===== src/rtl/data_pack_pkg.sv =====
// Shared constants for the feature-SRAM pack/unpack pair: channel count,
// byte-lane positions inside a 16-bit word, and the packer FSM encoding.
package data_pack_pkg;

    localparam int CHANNEL_OUT = 2;

    // Bit positions of the two bytes inside each 16-bit channel word.
    localparam int FRONT_HI = 15;
    localparam int BACK_HI  = 7;

    typedef enum logic [1:0] {
        ST_IDLE  = 2'd0,
        ST_FRONT = 2'd1,
        ST_BACK  = 2'd2
    } pack_state_e;

    localparam logic [1:0] STATE_IDLE  = 2'd0;
    localparam logic [1:0] STATE_FRONT = 2'd1;
    localparam logic [1:0] STATE_BACK  = 2'd2;

endpackage


===== src/rtl/pack_lane.sv =====
// One channel of the packer: merges a front byte and a back byte into a
// 16-bit word, optionally forcing the back byte to zero (odd row tail).
module pack_lane
    import data_pack_pkg::*;
(
    input  logic [7:0]  front_byte,
    input  logic [7:0]  back_byte,
    input  logic        zero_back,
    output logic [15:0] word
);

    always_comb begin
        word                = '0;
        word[FRONT_HI -: 8] = front_byte;
        word[BACK_HI  -: 8] = zero_back ? 8'h00 : back_byte;
    end

endmodule


===== src/rtl/data_pack.sv =====
// Write-side packer: pairs consecutive pixels of a row into one 16-bit-per-
// channel SRAM word and drives the strobe/address of the selected ping-pong SRAM.
module data_pack
    import data_pack_pkg::*;
#(
    parameter int CH     = CHANNEL_OUT,
    parameter int COL_W  = 8,
    parameter int ROW_W  = 8,
    parameter int ADDR_W = 12
) (
    input  logic              clk,
    input  logic              rst_n,
    input  logic              start,
    input  logic              sram_sel,
    input  logic [COL_W-1:0]  row_len,
    input  logic [ROW_W-1:0]  num_rows,
    input  logic              in_valid,
    input  logic [CH*8-1:0]   in_data,
    output logic              in_ready,
    output logic              wen1,
    output logic              wen2,
    output logic [ADDR_W-1:0] waddr,
    output logic [CH*16-1:0]  wdata,
    output logic              busy,
    output logic              done
);

    pack_state_e       state_q, state_d;
    logic              sel_q, sel_d;
    logic [COL_W-1:0]  row_len_q, row_len_d;
    logic [ROW_W-1:0]  num_rows_q, num_rows_d;
    logic [COL_W-1:0]  col_q, col_d;
    logic [ROW_W-1:0]  row_q, row_d;
    logic [ADDR_W-1:0] addr_q, addr_d;
    logic [CH*8-1:0]   front_q, front_d;
    logic              wen1_q, wen1_d;
    logic              wen2_q, wen2_d;
    logic [ADDR_W-1:0] waddr_q, waddr_d;
    logic [CH*16-1:0]  wdata_q, wdata_d;
    logic              busy_q, busy_d;
    logic              done_q, done_d;

    logic              in_front;
    logic              accept;
    logic              start_ok;
    logic              last_pix;
    logic              last_row;
    logic              issue_write;
    logic [CH*16-1:0]  packed_word;

    assign in_ready = (state_q != ST_IDLE);
    assign in_front = (state_q == ST_FRONT);
    assign accept   = in_valid && in_ready;
    assign start_ok = start && (state_q == ST_IDLE) && !busy_q;
    assign last_pix = (col_q + COL_W'(1)) == row_len_q;
    assign last_row = (row_q + ROW_W'(1)) == num_rows_q;

    // In FRONT a write only happens for an odd row's lone pixel, which is
    // taken straight from the input with the back byte zeroed.
    for (genvar i = 0; i < CH; i++) begin : g_lane
        pack_lane u_lane (
            .front_byte (in_front ? in_data[(i+1)*8-1 -: 8] : front_q[(i+1)*8-1 -: 8]),
            .back_byte  (in_data[(i+1)*8-1 -: 8]),
            .zero_back  (in_front),
            .word       (packed_word[(i+1)*16-1 -: 16])
        );
    end

    always_comb begin
        // NOTE: every _d gets a default up front so no path leaves one unassigned and no latch is inferred.
        state_d     = state_q;
        sel_d       = sel_q;
        row_len_d   = row_len_q;
        num_rows_d  = num_rows_q;
        col_d       = col_q;
        row_d       = row_q;
        addr_d      = addr_q;
        front_d     = front_q;
        wen1_d      = 1'b0;
        wen2_d      = 1'b0;
        waddr_d     = waddr_q;
        wdata_d     = wdata_q;
        busy_d      = busy_q;
        done_d      = 1'b0;
        issue_write = 1'b0;

        if (done_q) begin
            busy_d = 1'b0;
        end

        unique case (state_q)
            ST_IDLE: begin
                if (start_ok) begin
                    state_d    = ST_FRONT;
                    sel_d      = sram_sel;
                    row_len_d  = row_len;
                    num_rows_d = num_rows;
                    col_d      = '0;
                    row_d      = '0;
                    addr_d     = '0;
                    busy_d     = 1'b1;
                end
            end
            ST_FRONT: begin
                if (accept) begin
                    front_d = in_data;
                    if (last_pix) begin
                        issue_write = 1'b1;
                    end else begin
                        col_d   = col_q + COL_W'(1);
                        state_d = ST_BACK;
                    end
                end
            end
            ST_BACK: begin
                if (accept) begin
                    issue_write = 1'b1;
                    if (!last_pix) begin
                        col_d   = col_q + COL_W'(1);
                        state_d = ST_FRONT;
                    end
                end
            end
            default: state_d = ST_IDLE;
        endcase

        if (issue_write) begin
            wen1_d  = !sel_q;
            wen2_d  = sel_q;
            waddr_d = addr_q;
            wdata_d = packed_word;
            addr_d  = addr_q + ADDR_W'(1);
            // Rows never share a word: a completed row restarts at the front byte.
            if (last_pix) begin
                col_d = '0;
                if (last_row) begin
                    state_d = ST_IDLE;
                    done_d  = 1'b1;
                end else begin
                    row_d   = row_q + ROW_W'(1);
                    state_d = ST_FRONT;
                end
            end
        end
    end

    // NOTE: non-blocking assignments so every flop samples the pre-edge values of the others.
    always_ff @(posedge clk or negedge rst_n) begin
        if (!rst_n) begin
            state_q    <= ST_IDLE;
            sel_q      <= 1'b0;
            row_len_q  <= '0;
            num_rows_q <= '0;
            col_q      <= '0;
            row_q      <= '0;
            addr_q     <= '0;
            front_q    <= '0;
            wen1_q     <= 1'b0;
            wen2_q     <= 1'b0;
            waddr_q    <= '0;
            wdata_q    <= '0;
            busy_q     <= 1'b0;
            done_q     <= 1'b0;
        end else begin
            state_q    <= state_d;
            sel_q      <= sel_d;
            row_len_q  <= row_len_d;
            num_rows_q <= num_rows_d;
            col_q      <= col_d;
            row_q      <= row_d;
            addr_q     <= addr_d;
            front_q    <= front_d;
            wen1_q     <= wen1_d;
            wen2_q     <= wen2_d;
            waddr_q    <= waddr_d;
            wdata_q    <= wdata_d;
            busy_q     <= busy_d;
            done_q     <= done_d;
        end
    end

    assign wen1  = wen1_q;
    assign wen2  = wen2_q;
    assign waddr = waddr_q;
    assign wdata = wdata_q;
    assign busy  = busy_q;
    assign done  = done_q;

endmodule


===== config.mk =====
export PLATFORM = sky130hd
export DESIGN_NAME = data_pack
export DESIGN_NICKNAME = d
export VERILOG_FILES = /design/src/rtl/data_pack_pkg.sv /design/src/rtl/pack_lane.sv /design/src/rtl/data_pack.sv
export SDC_FILE = /design/constraint.sdc
export NUM_CORES = 1
export LEC_CHECK = 0
export CAP_MARGIN = 20
export CORE_ASPECT_RATIO = 0.8
export CORE_MARGIN = 8
export CORE_UTILIZATION = 40
export CTS_CLUSTER_SIZE = 14
export DETAILED_ROUTE_END_ITERATION = 6
export HOLD_SLACK_MARGIN = 0.03
export PLACE_DENSITY_LB_ADDON = 0.08
export SETUP_SLACK_MARGIN = 0.5
export SYNTH_ARGS = -nofsm -noshare
export SYNTH_HDL_FRONTEND = slang
export SYNTH_SLANG_ARGS = --single-unit

===== constraint.sdc =====
create_clock -name clk -period 5.9 [get_ports clk]
set_clock_uncertainty 0.05 [all_clocks]
set_input_delay 1.18 -clock clk [delete_from_list [all_inputs] [get_ports clk]]
set_output_delay 1.18 -clock clk [all_outputs]
set_load 0.01 [all_outputs]

==> flow_summary.yaml <==
clocking:
  cts_buffers: 9
  cts.sink_count: 111
  clk_pin_slew_ns: 0.07
  htreeDepth: 3
  cts_hold_buf: 0
  cts_tree: "done"
  post-cts-setup-buffers: 0
  cts-resized-gates: 0
  clockBufferDepth: 2
  clockRootBuffer: "clkbuf_16"
  clkLatencyLatePin_ns: 0.34
sta:
  fin_crit_sh_pct: 62.8
  tns_ns: 0
  fin_crit_ns: 3.71
  fmax_mhz: 270
  holdWs_ns: 0.404
  grt_setup_unrepaired: "no"
  slew_headroom_pct: 45.0
  tightest_slew_ns: 0.826
  finalSetupViolations: 0
  hold_viol_final: 0
  drv_slew: 0
worst_hold_path:
  hold_class: "reg -> reg"
setup_path:
  critical_path.slowest_cell: "a31oi_4"
  required_ns: 6.08
  crit_path_end_kind: "register"
  crit_path_max_incr_delay_ns: 0.69
  crit_type: "in -> reg"
  critical_path_arrival_ns: 3.88
  crit_chain: "clkdlybuf4s50_1 > nor2b_1 > and3_1 > a31oi_4 > buf_4 > nor4_1 > a211o_1"
  path_max_fanout: 67
  startpoint_type: "input port"
  critical-path-top-delay-family: "buffers and inverters"
  cp_num_buf_inv: 2
outcome:
  status: "finished, final reports clean"
detailed_routing:
  wl_mm: 12.0
  avgViaCountPerCell: 5.14
  drc: 0
  drt_iter0_markers: 255
  dr.pass1.iters: 4
  num_vias: 3935
  antenna_left: 0
  wl_per_cell_um: 15.7
synth:
  synthFlopType: "dfrtp_1"
  yosysSeqAreaShare_pct: 51.8
  syn_area_per_cell_um2: 10.6
  yosysTopAreaCellShare_pct: 51.8
  synth_cells: 508
  ys_types: 44
  async_reset_ff_share_pct: 100
  synth_edf_count: 0
  synth_seq_cells: 111
  synth_top_area_cell: "dfrtp_1"
  synth_area_um2: 5370
  yosysWarningCount: 0
  synthTopCellsByArea: "dfrtp_1 52%, mux2_2 9.4%, o21ai_0 4.7%, nand2_1 4.4%, mux2i_1 3.4%"
  syn_nets: 552
global_routing:
  antenna_found_initial: 0
  grt_pass1_wl_mm: 20.7
  grt.overflow.total: 0
  grt_max_degree: 68
  track_usage_pct: 14.3
  grt_pass1_vias: 4104
die:
  die_area_um2: 17400
  ios: 86
  core_region_area_um2: 13300
  fp-row-count: 38
  die_width_um: 146
  start_util_pct: 40.3
  fp.dieH_um: 120
finish:
  design_area_um2: 6650
  layout.nets: 625
  antennaDiodeCount: 0
  ff_latch_area_um2: 2780
  nFillCells: 1227
  syn2layout_area_growth_pct: 23.9
  drive_gt1_share_pct: 12.5
  multi_input_area_um2: 2450
pwr:
  ir_worst_vdd_mv: 0.145
  p_leak_uw: 0.00292
  p_total_uw: 1930
  p_per_area_nw_per_um2: 290
placement:
  gp_congestion: 0.821
  placed_area_um2: 6370
  hpwl_mm: 8.22
  portBuffers: 85
flow_run:
  maxCapViolations: 0
[worst paths after layout]
path                       slack [ns]  cells past startpoint       endpoint  startpoint
hold / removal                   0.40                      1           busy        done
hold reg to reg                  0.40                      1           busy        done
max in group asynchronous        3.74                      2       waddr[2]       rst_n
min in group asynchronous        0.86                      1  num_rows_q[3]       rst_n
setup / recovery                 2.19                      7      addr_q[7]    in_valid
setup reg to reg                 2.35                      9      addr_q[7]    col_q[0]
[registers in the layout, summed over array words and instances, names as in the netlist, 2 cells and up]
signal,cells
num_rows_q,8
state_q,2
col_q,8
waddr,12
addr_q,12
wdata,32
row_len_q,8
row_q,8
front_q,16
[layer usage]
metal	global-route usage, %	wire, um	vias to the layer above
met1	19.2	5880	1909
met3	4.03	632	15
li1	-	-	1928
met4	4.09	159	0
met2	22.1	5360	83
met5	0	0	-
[cells in the final DEF, fill, tap and decap left out, types with 9 or more instances in the layout]
master,Yosys,routed
nand2_1,63,63
clkbuf_16,0,9
mux2_2,45,45
o21ai_0,50,50
nor3_1,15,15
dfrtp_1,111,111
inv_1,10,10
nand3_1,19,19
mux2i_1,18,18
nor2_1,20,20
clkdlybuf4s50_1,0,84
xnor2_1,19,19
a211o_1,13,13
nand2b_1,19,19
[cell type report]
class,instances,share of cell area [%]
inverter,10,0.565
multi-input combinational,360,36.9
timing repair buffer,89,13.2
clock buffer,12,3.86
tap,180,3.39
clock inverter,3,0.282
sequential,111,41.8
[cells by family after synthesis]
logic type / after synthesis / synth area share, %
XOR/XNOR: 24 / 3.92
multiplexers: 63 / 12.8
flip-flops: 111 / 51.8
AND/OR/NAND/NOR: 172 / 15.8
AO/OA/AOI/OAI: 94 / 11.3
adder cells (fa/ha/maj): 7 / 1.63
buffers and inverters: 37 / 2.82
[Yosys cell counts (all sizes together), types with 2 or more instances]
cell type / count
a2111oi: 3
a211o: 13
a21o: 2
a21oi: 8
a31oi: 7
and2: 4
and3: 6
buf: 10
clkbuf: 17
dfrtp: 111
ha: 7
inv: 10
mux2: 45
mux2i: 18
nand2: 63
nand2b: 19
nand3: 20
nand4: 3
nor2: 21
nor2b: 3
nor3: 15
nor3b: 7
nor4: 2
o211ai: 2
o21ai: 50
o311ai: 2
o31ai: 2
or2: 2
or3: 4
xnor2: 19
xor2: 5
[stage by stage]
step	setup slack, ns	instances	util (%)
floorplan	3.11	508	-
global placement	1.87	750	47.9
detailed placement	1.81	750	47.9
CTS	2.17	765	49.9
global route	1.94	765	49.9
finish	2.19	765	49.9
[worst register-to-register path: stages (launching register included)]
cell and delay [ns]:
dfrtp_1 0.44, ha_1 0.30, and3_1 0.27, nand3_1 0.17, xnor2_1 0.30, a2111oi_4 0.12
a31oi_4 0.69, buf_4 0.65, nor4_1 0.15, a211o_1 0.28
[power breakdown]
part / switching [uW] / total (uW) / internal, uW / leakage [uW]
sequential: 60.0 / 899 / 839 / 0.00152
clock: 266 / 573 / 307 / 0.000138
combinational: 243 / 455 / 212 / 0.00126
Power figures use the tool's default switching activity.
